==> src/rtl/amo_bank_arbiter.sv <==
// ---------------------------------------------------------------------------
// amo_bank_arbiter
//
// Round-robin arbiter sharing one AMO-capable SRAM bank (atomic shim + SRAM)
// among NumIn requesters. One request per cycle is forwarded to the bank;
// arbitration is frozen for the cycle after a shim AMO (1..A) is granted,
// because the shim uses that cycle for its write-back. The read response
// arrives one cycle after the grant and is routed to the requester that won.
//
// Optional feature macro: AMO_BANK_ARB_LRSC_EN
//   When defined, LR (B) / SC (C) are resolved here using per-requester
//   reservation registers. A failing SC never reaches the bank.
//   When undefined, codes B and C are forwarded to the bank untouched.
//
// Ports
//   clk_i, rst_i          clock (rising edge), async active-high reset
//   req_i / gnt_o         per-requester request / combinational one-hot grant
//   add_i, amo_i, wen_i,  per-requester address, AMO code, write enable,
//   wdata_i, be_i         write data and byte enables
//   rvalid_o, rdata_o     one-hot response valid and shared response data
//   bank_*_o              request fields of the selected requester to the bank
//   bank_gnt_i            bank accepts the current request
//   bank_rdata_i          bank read data, one cycle after a granted request
// ---------------------------------------------------------------------------
module amo_bank_arbiter #(
    parameter int NumIn        = 4,
    parameter int AddrMemWidth = 32,
    parameter int DataWidth    = 64
) (
    input  logic                                  clk_i,
    input  logic                                  rst_i,
    input  logic [NumIn-1:0]                      req_i,
    output logic [NumIn-1:0]                      gnt_o,
    input  logic [NumIn-1:0][AddrMemWidth-1:0]    add_i,
    input  logic [NumIn-1:0][3:0]                 amo_i,
    input  logic [NumIn-1:0]                      wen_i,
    input  logic [NumIn-1:0][DataWidth-1:0]       wdata_i,
    input  logic [NumIn-1:0][DataWidth/8-1:0]     be_i,
    output logic [NumIn-1:0]                      rvalid_o,
    output logic [DataWidth-1:0]                  rdata_o,
    output logic                                  bank_req_o,
    output logic [AddrMemWidth-1:0]               bank_add_o,
    output logic [3:0]                            bank_amo_o,
    output logic                                  bank_wen_o,
    output logic [DataWidth-1:0]                  bank_wdata_o,
    output logic [DataWidth/8-1:0]                bank_be_o,
    input  logic                                  bank_gnt_i,
    input  logic [DataWidth-1:0]                  bank_rdata_i
);

    localparam int IdxW = (NumIn > 1) ? $clog2(NumIn) : 1;

    typedef enum logic [1:0] {
        RESP_BANK    = 2'd0,
        RESP_SC_OK   = 2'd1,
        RESP_SC_FAIL = 2'd2
    } resp_kind_e;

    typedef struct packed {
        logic            valid;
        logic [IdxW-1:0] idx;
        resp_kind_e      kind;
    } resp_t;

    logic [IdxW-1:0]         rr_q, rr_d;
    logic                    lock_q, lock_d;
    resp_t                   resp_q, resp_d;

    logic                    any_req;
    logic                    found;
    logic [IdxW-1:0]         win;
    logic [3:0]              win_amo;
    logic [AddrMemWidth-1:0] win_add;
    logic                    is_amo;
    logic                    grant;
    logic                    sc_ok;
    logic                    sc_fail;

`ifdef AMO_BANK_ARB_LRSC_EN
    localparam logic [3:0] AmoLr = 4'hB;
    localparam logic [3:0] AmoSc = 4'hC;

    logic [NumIn-1:0]                   resv_v_q, resv_v_d;
    logic [NumIn-1:0][AddrMemWidth-1:0] resv_a_q, resv_a_d;
    logic                               is_lr;
`endif

    // Pick the first requester at or after the round-robin pointer, wrapping.
    always_comb begin
        any_req = |req_i;
        found   = 1'b0;
        win     = '0;
        for (int i = 0; i < NumIn; i++) begin
            if (!found && req_i[(int'(rr_q) + i) % NumIn]) begin
                found = 1'b1;
                win   = IdxW'((int'(rr_q) + i) % NumIn);
            end
        end
    end

    always_comb begin
        win_amo      = amo_i[win];
        win_add      = add_i[win];
        is_amo       = (win_amo >= 4'h1) && (win_amo <= 4'hA);
        bank_add_o   = win_add;
        bank_amo_o   = win_amo;
        bank_wen_o   = wen_i[win];
        bank_wdata_o = wdata_i[win];
        bank_be_o    = be_i[win];
        sc_ok        = 1'b0;
        sc_fail      = 1'b0;
`ifdef AMO_BANK_ARB_LRSC_EN
        is_lr        = 1'b0;
        // LR becomes a plain read; SC becomes a plain write only when the
        // issuer still holds a reservation on exactly this address.
        if (win_amo == AmoLr) begin
            is_lr      = 1'b1;
            bank_amo_o = 4'h0;
            bank_wen_o = 1'b0;
        end else if (win_amo == AmoSc) begin
            if (resv_v_q[win] && (resv_a_q[win] == win_add)) begin
                sc_ok      = 1'b1;
                bank_amo_o = 4'h0;
                bank_wen_o = 1'b1;
            end else begin
                sc_fail    = 1'b1;
            end
        end
`endif
        // A failing SC is answered locally, so it neither needs nor waits for the bank.
        bank_req_o = any_req && !lock_q && !sc_fail;
        grant      = any_req && !lock_q && (sc_fail || bank_gnt_i);
        gnt_o      = '0;
        gnt_o[win] = grant;
    end

    always_comb begin
        rr_d   = rr_q;
        lock_d = 1'b0;
        resp_d = '{valid: grant, idx: win, kind: RESP_BANK};
        if (sc_ok) begin
            resp_d.kind = RESP_SC_OK;
        end else if (sc_fail) begin
            resp_d.kind = RESP_SC_FAIL;
        end
        if (grant) begin
            rr_d   = (int'(win) == NumIn - 1) ? '0 : win + IdxW'(1);
            // Only shim AMOs occupy the bank for a second (write-back) cycle.
            lock_d = is_amo;
        end
    end

    always_comb begin
        rvalid_o              = '0;
        rvalid_o[resp_q.idx]  = resp_q.valid;
        case (resp_q.kind)
            RESP_SC_OK:   rdata_o = '0;
            RESP_SC_FAIL: rdata_o = DataWidth'(1);
            default:      rdata_o = bank_rdata_i;
        endcase
    end

    always_ff @(posedge clk_i or posedge rst_i) begin
        if (rst_i) begin
            rr_q   <= '0;
            lock_q <= 1'b0;
            resp_q <= '{valid: 1'b0, idx: '0, kind: RESP_BANK};
        end else begin
            rr_q   <= rr_d;
            lock_q <= lock_d;
            resp_q <= resp_d;
        end
    end

`ifdef AMO_BANK_ARB_LRSC_EN
    // Any write reaching the bank (store, shim AMO, successful SC) kills all
    // reservations on that address; a new LR is applied afterwards so it survives.
    always_comb begin
        resv_v_d = resv_v_q;
        resv_a_d = resv_a_q;
        if (grant) begin
            if (!sc_fail && (bank_wen_o || is_amo)) begin
                for (int m = 0; m < NumIn; m++) begin
                    if (resv_a_q[m] == win_add) begin
                        resv_v_d[m] = 1'b0;
                    end
                end
            end
            if (sc_fail) begin
                resv_v_d[win] = 1'b0;
            end
            if (is_lr) begin
                resv_v_d[win] = 1'b1;
                resv_a_d[win] = win_add;
            end
        end
    end

    always_ff @(posedge clk_i or posedge rst_i) begin
        if (rst_i) begin
            resv_v_q <= '0;
            resv_a_q <= '0;
        end else begin
            resv_v_q <= resv_v_d;
            resv_a_q <= resv_a_d;
        end
    end
`endif

endmodule

==> config.mk <==
export PLATFORM = sky130hd
export DESIGN_NAME = amo_bank_arbiter
export DESIGN_NICKNAME = d
export VERILOG_FILES = /design/src/rtl/amo_bank_arbiter.sv
export SDC_FILE = /design/constraint.sdc
export NUM_CORES = 1
export LEC_CHECK = 0
export CAP_MARGIN = 20
export CORE_AREA = 3 3 266 268
export DETAILED_ROUTE_END_ITERATION = 8
export DIE_AREA = 0 0 269 271
export HOLD_SLACK_MARGIN = 0.08
export MAX_ROUTING_LAYER = met4
export PLACE_DENSITY = 0.35
export SKIP_CTS_REPAIR_TIMING = 1
export SYNTH_ARGS = -nofsm -noshare
export SYNTH_HDL_FRONTEND = slang
export SYNTH_SLANG_ARGS = --single-unit
export TNS_END_PERCENT = 100
==> constraint.sdc <==
create_clock -name clk_i -period 3.5 [get_ports clk_i]
set_clock_uncertainty 0.05 [all_clocks]
set_input_delay 0.7 -clock clk_i [delete_from_list [all_inputs] [get_ports clk_i]]
set_output_delay 0.7 -clock clk_i [all_outputs]
set_load 0.03 [all_outputs]
==> flow_metrics.tcl <==
set metrics [dict create \
    cts_tree "yes" \
    detailed_place_hpwl_um 32100 \
    synth_seq_cells 6 \
    irDropWorstVdd_mv 0.286 \
    ys_seq_area_share_pct 3.51 \
    area_growth_pct 171 \
    synth_fa_ha_area_share_pct 1.17 \
    final_util_pct 16.9 \
    finalMaxSlewViolations 0 \
    synth_mux_area_share_pct 3.10 \
    grt.overflow.total 0 \
    ff2ff_setup_slack_ns 0.59 \
    slew_headroom_pct 71.6 \
    die_w_um 269 \
    drive_gt1_share_pct 18.1 \
    vias 7719 \
    min_period_over_period_pct 97.3 \
    powerDensity_mw_per_mm2 679 \
    synthTopCellsByCount "nand2_1 (421), and3_1 (110), a31oi_1 (105), buf_4 (83), clkbuf_1 (37)" \
    yosysMostFrequentCell "nand2_1" \
    outcome "finished, final reports clean" \
    cpMostUsedCell "buf_12" \
    hp-class "reg -> reg" \
    cp_slowest_cell "a211oi_4" \
    worstPathMaxFanout 10 \
    synth_nets 1332 \
    std_cell_rows 96 \
    synth_top_area_share_pct 36.9 \
    post_synth_and_or_nand_nor_area_fraction_pct 54.8 \
    drt_iter0_drc 230 \
    fp.coreArea_mm2 0.0686 \
    tightest_slew_ns 0.425 \
    stdcell_count 2295 \
    clock.fmax_mhz 294 \
    fin_hold_ws_ns 0.574 \
    synth_ff_type "dfrtp_1" \
    clock_latency_ns 0.23 \
    syn_area_per_cell_um2 5.22 \
    setup_viol 0 \
    dp_cells 2268 \
    antenna_found_initial 3 \
    wl_per_cell_um 17.1 \
    synth_edf_count 0 \
    cts-root-buf "clkbuf_16" \
    wl_um 39200 \
    cts_max_path_buffers 2 \
    leakagePower_nw 5.02 \
    synth_compound_area_share_pct 17.2 \
    grt_usage_pct 9.66 \
    die_y_um 271 \
    vias_per_cell 3.36 \
    setup_tns_ns 0 \
    cp-start-kind "primary input" \
    path_buf_inv 5 \
    hold_viol 0 \
    path_clk_slew_ns 0.03 \
    synth_xor_xnor_area_share_pct 0 \
    gp_congestion 0.802 \
    synth_area_leader_cell "nand2_1" \
    finalCriticalPeriod_ns 3.41 \
    yosys.cell_types.count 27 \
    grt_pass1_vias 8105 \
    drtPass1Iterations 6 \
    synthCells 821 \
    ys_warn_count 0 \
    regArea_um2 150 \
    rsz0062_at_grt "yes" \
    synth_top_family_by_area "simple AND/OR/NAND/NOR gates" \
    n_fill_cell 7795 \
    cpPeakStageDelay_ns 0.36 \
    h-tree-depth 1 \
    synth_area_mm2 0.00428 \
    ys_top_cells_by_area "nand2_1 (37%), and3_1 (16%), a31oi_1 (15%)" \
    die-area_mm2 0.0729 \
    critical_path_arrival_ns 2.66 \
    drcViolationCount 0 \
    worstPathRequired_ns 2.75 \
    cts_made_buffers 3 \
    critical_path_class "in -> out" \
    cts_sinks 6 \
    max_cap_violations 0 \
    cp_cell_sequence "buf_6, and2_4, a22o_1, a211oi_4, buf_12, buf_12, nand2_1, and3_1, a31oi_4, buf_4, buf_12" \
    antenna_left 0 \
    grt_pass1_wl_um 51500 \
    io_pins 689 \
    nets 1876 \
    start_util_pct 6.24 \
    grt_max_degree 51 \
    end_kind "output port" \
    io_buffers 560 \
    async_flop_share_pct 100 \
    cp_top_family "compound AO/OA/AOI/OAI gates" \
    power.total_mw 7.89 \
    multiInputGateArea_mm2 0.00333 \
]
-- sequential cells by signal, indices dropped and copies added (netlist names) --
signal  count
resp_q      3
rr_q        2
lock_q      1
-- power by group --
| group | internal, mW | total [mW] | switching [mW] |
|---|---|---|---|
| Sequential | 0.0977 | 0.129 | 0.0318 |
| Clock | 0.147 | 0.188 | 0.0414 |
| Combinational | 3.46 | 7.57 | 4.11 |
-- tightest hold or removal path: stages (launching register included) --
cell,delay (ns)
dfrtp_1,0.41
nor2_1,0.12
a21oi_1,0.05
-- layout by cell type (no fill, tap or decap), types with 2 or more instances in the layout --
master           count
buf_6                6
mux2i_1             11
dfrtp_1              6
nand2_1            419
nor2_1               4
inv_1                3
buf_12              37
mux2_2               2
buf_8                4
buf_4              171
a31oi_1            102
nand2_2              2
a31oi_2              2
clkbuf_16           11
dlymetal6s2s_1       2
buf_16               2
and3_1             109
ha_1                 4
clkdlybuf4s50_1    443
a21oi_1              4
-- cell families after synthesis --
logic type               after synthesis
AO/OA/AOI/OAI                        115
buffers and inverters                140
adder cells (fa/ha/maj)                4
flip-flops                             6
multiplexers                          13
AND/OR/NAND/NOR                      543
-- routing by layer --
layer	up-vias	global-route usage [%]	part of all wire (%)
met1	3468	9.98	39
met2	421	18.5	51
met3	58	1.72	7.4
met4	0	2.64	2.7
met5	-	-	0
li1	3772	-	-
-- cell type report --
cell class,count,share of cell area (%)
Antenna cell,1,0.0215
Inverter,5,0.248
Timing Repair Buffer,674,59.1
Sequential cell,6,1.29
Tap cell,931,10.0
Multi-Input combinational cell,675,28.6
Clock buffer,3,0.646
-- metrics by stage --
step	area (um^2)	setup slack, ns
floorplan	4280	0.107
global placement	11100	-0.449
detailed placement	11100	-0.421
CTS	11200	-0.436
global route	11600	-0.00570
finish	11600	0.0934
-- final timing paths --
check	startpoint	endpoint	depth (start not counted)
max	req_i[0]	bank_be_o[6]	11
min	rr_q[0]	rr_q[0]	2
max reg2reg	rr_q[1]	lock_q	10
min reg2reg	rr_q[0]	rr_q[0]	2
max in group asynchronous	rst_i	rr_q[0]	2
min in group asynchronous	rst_i	resp_q[4]	2
Note: power is estimated with default switching activity, not from simulation.
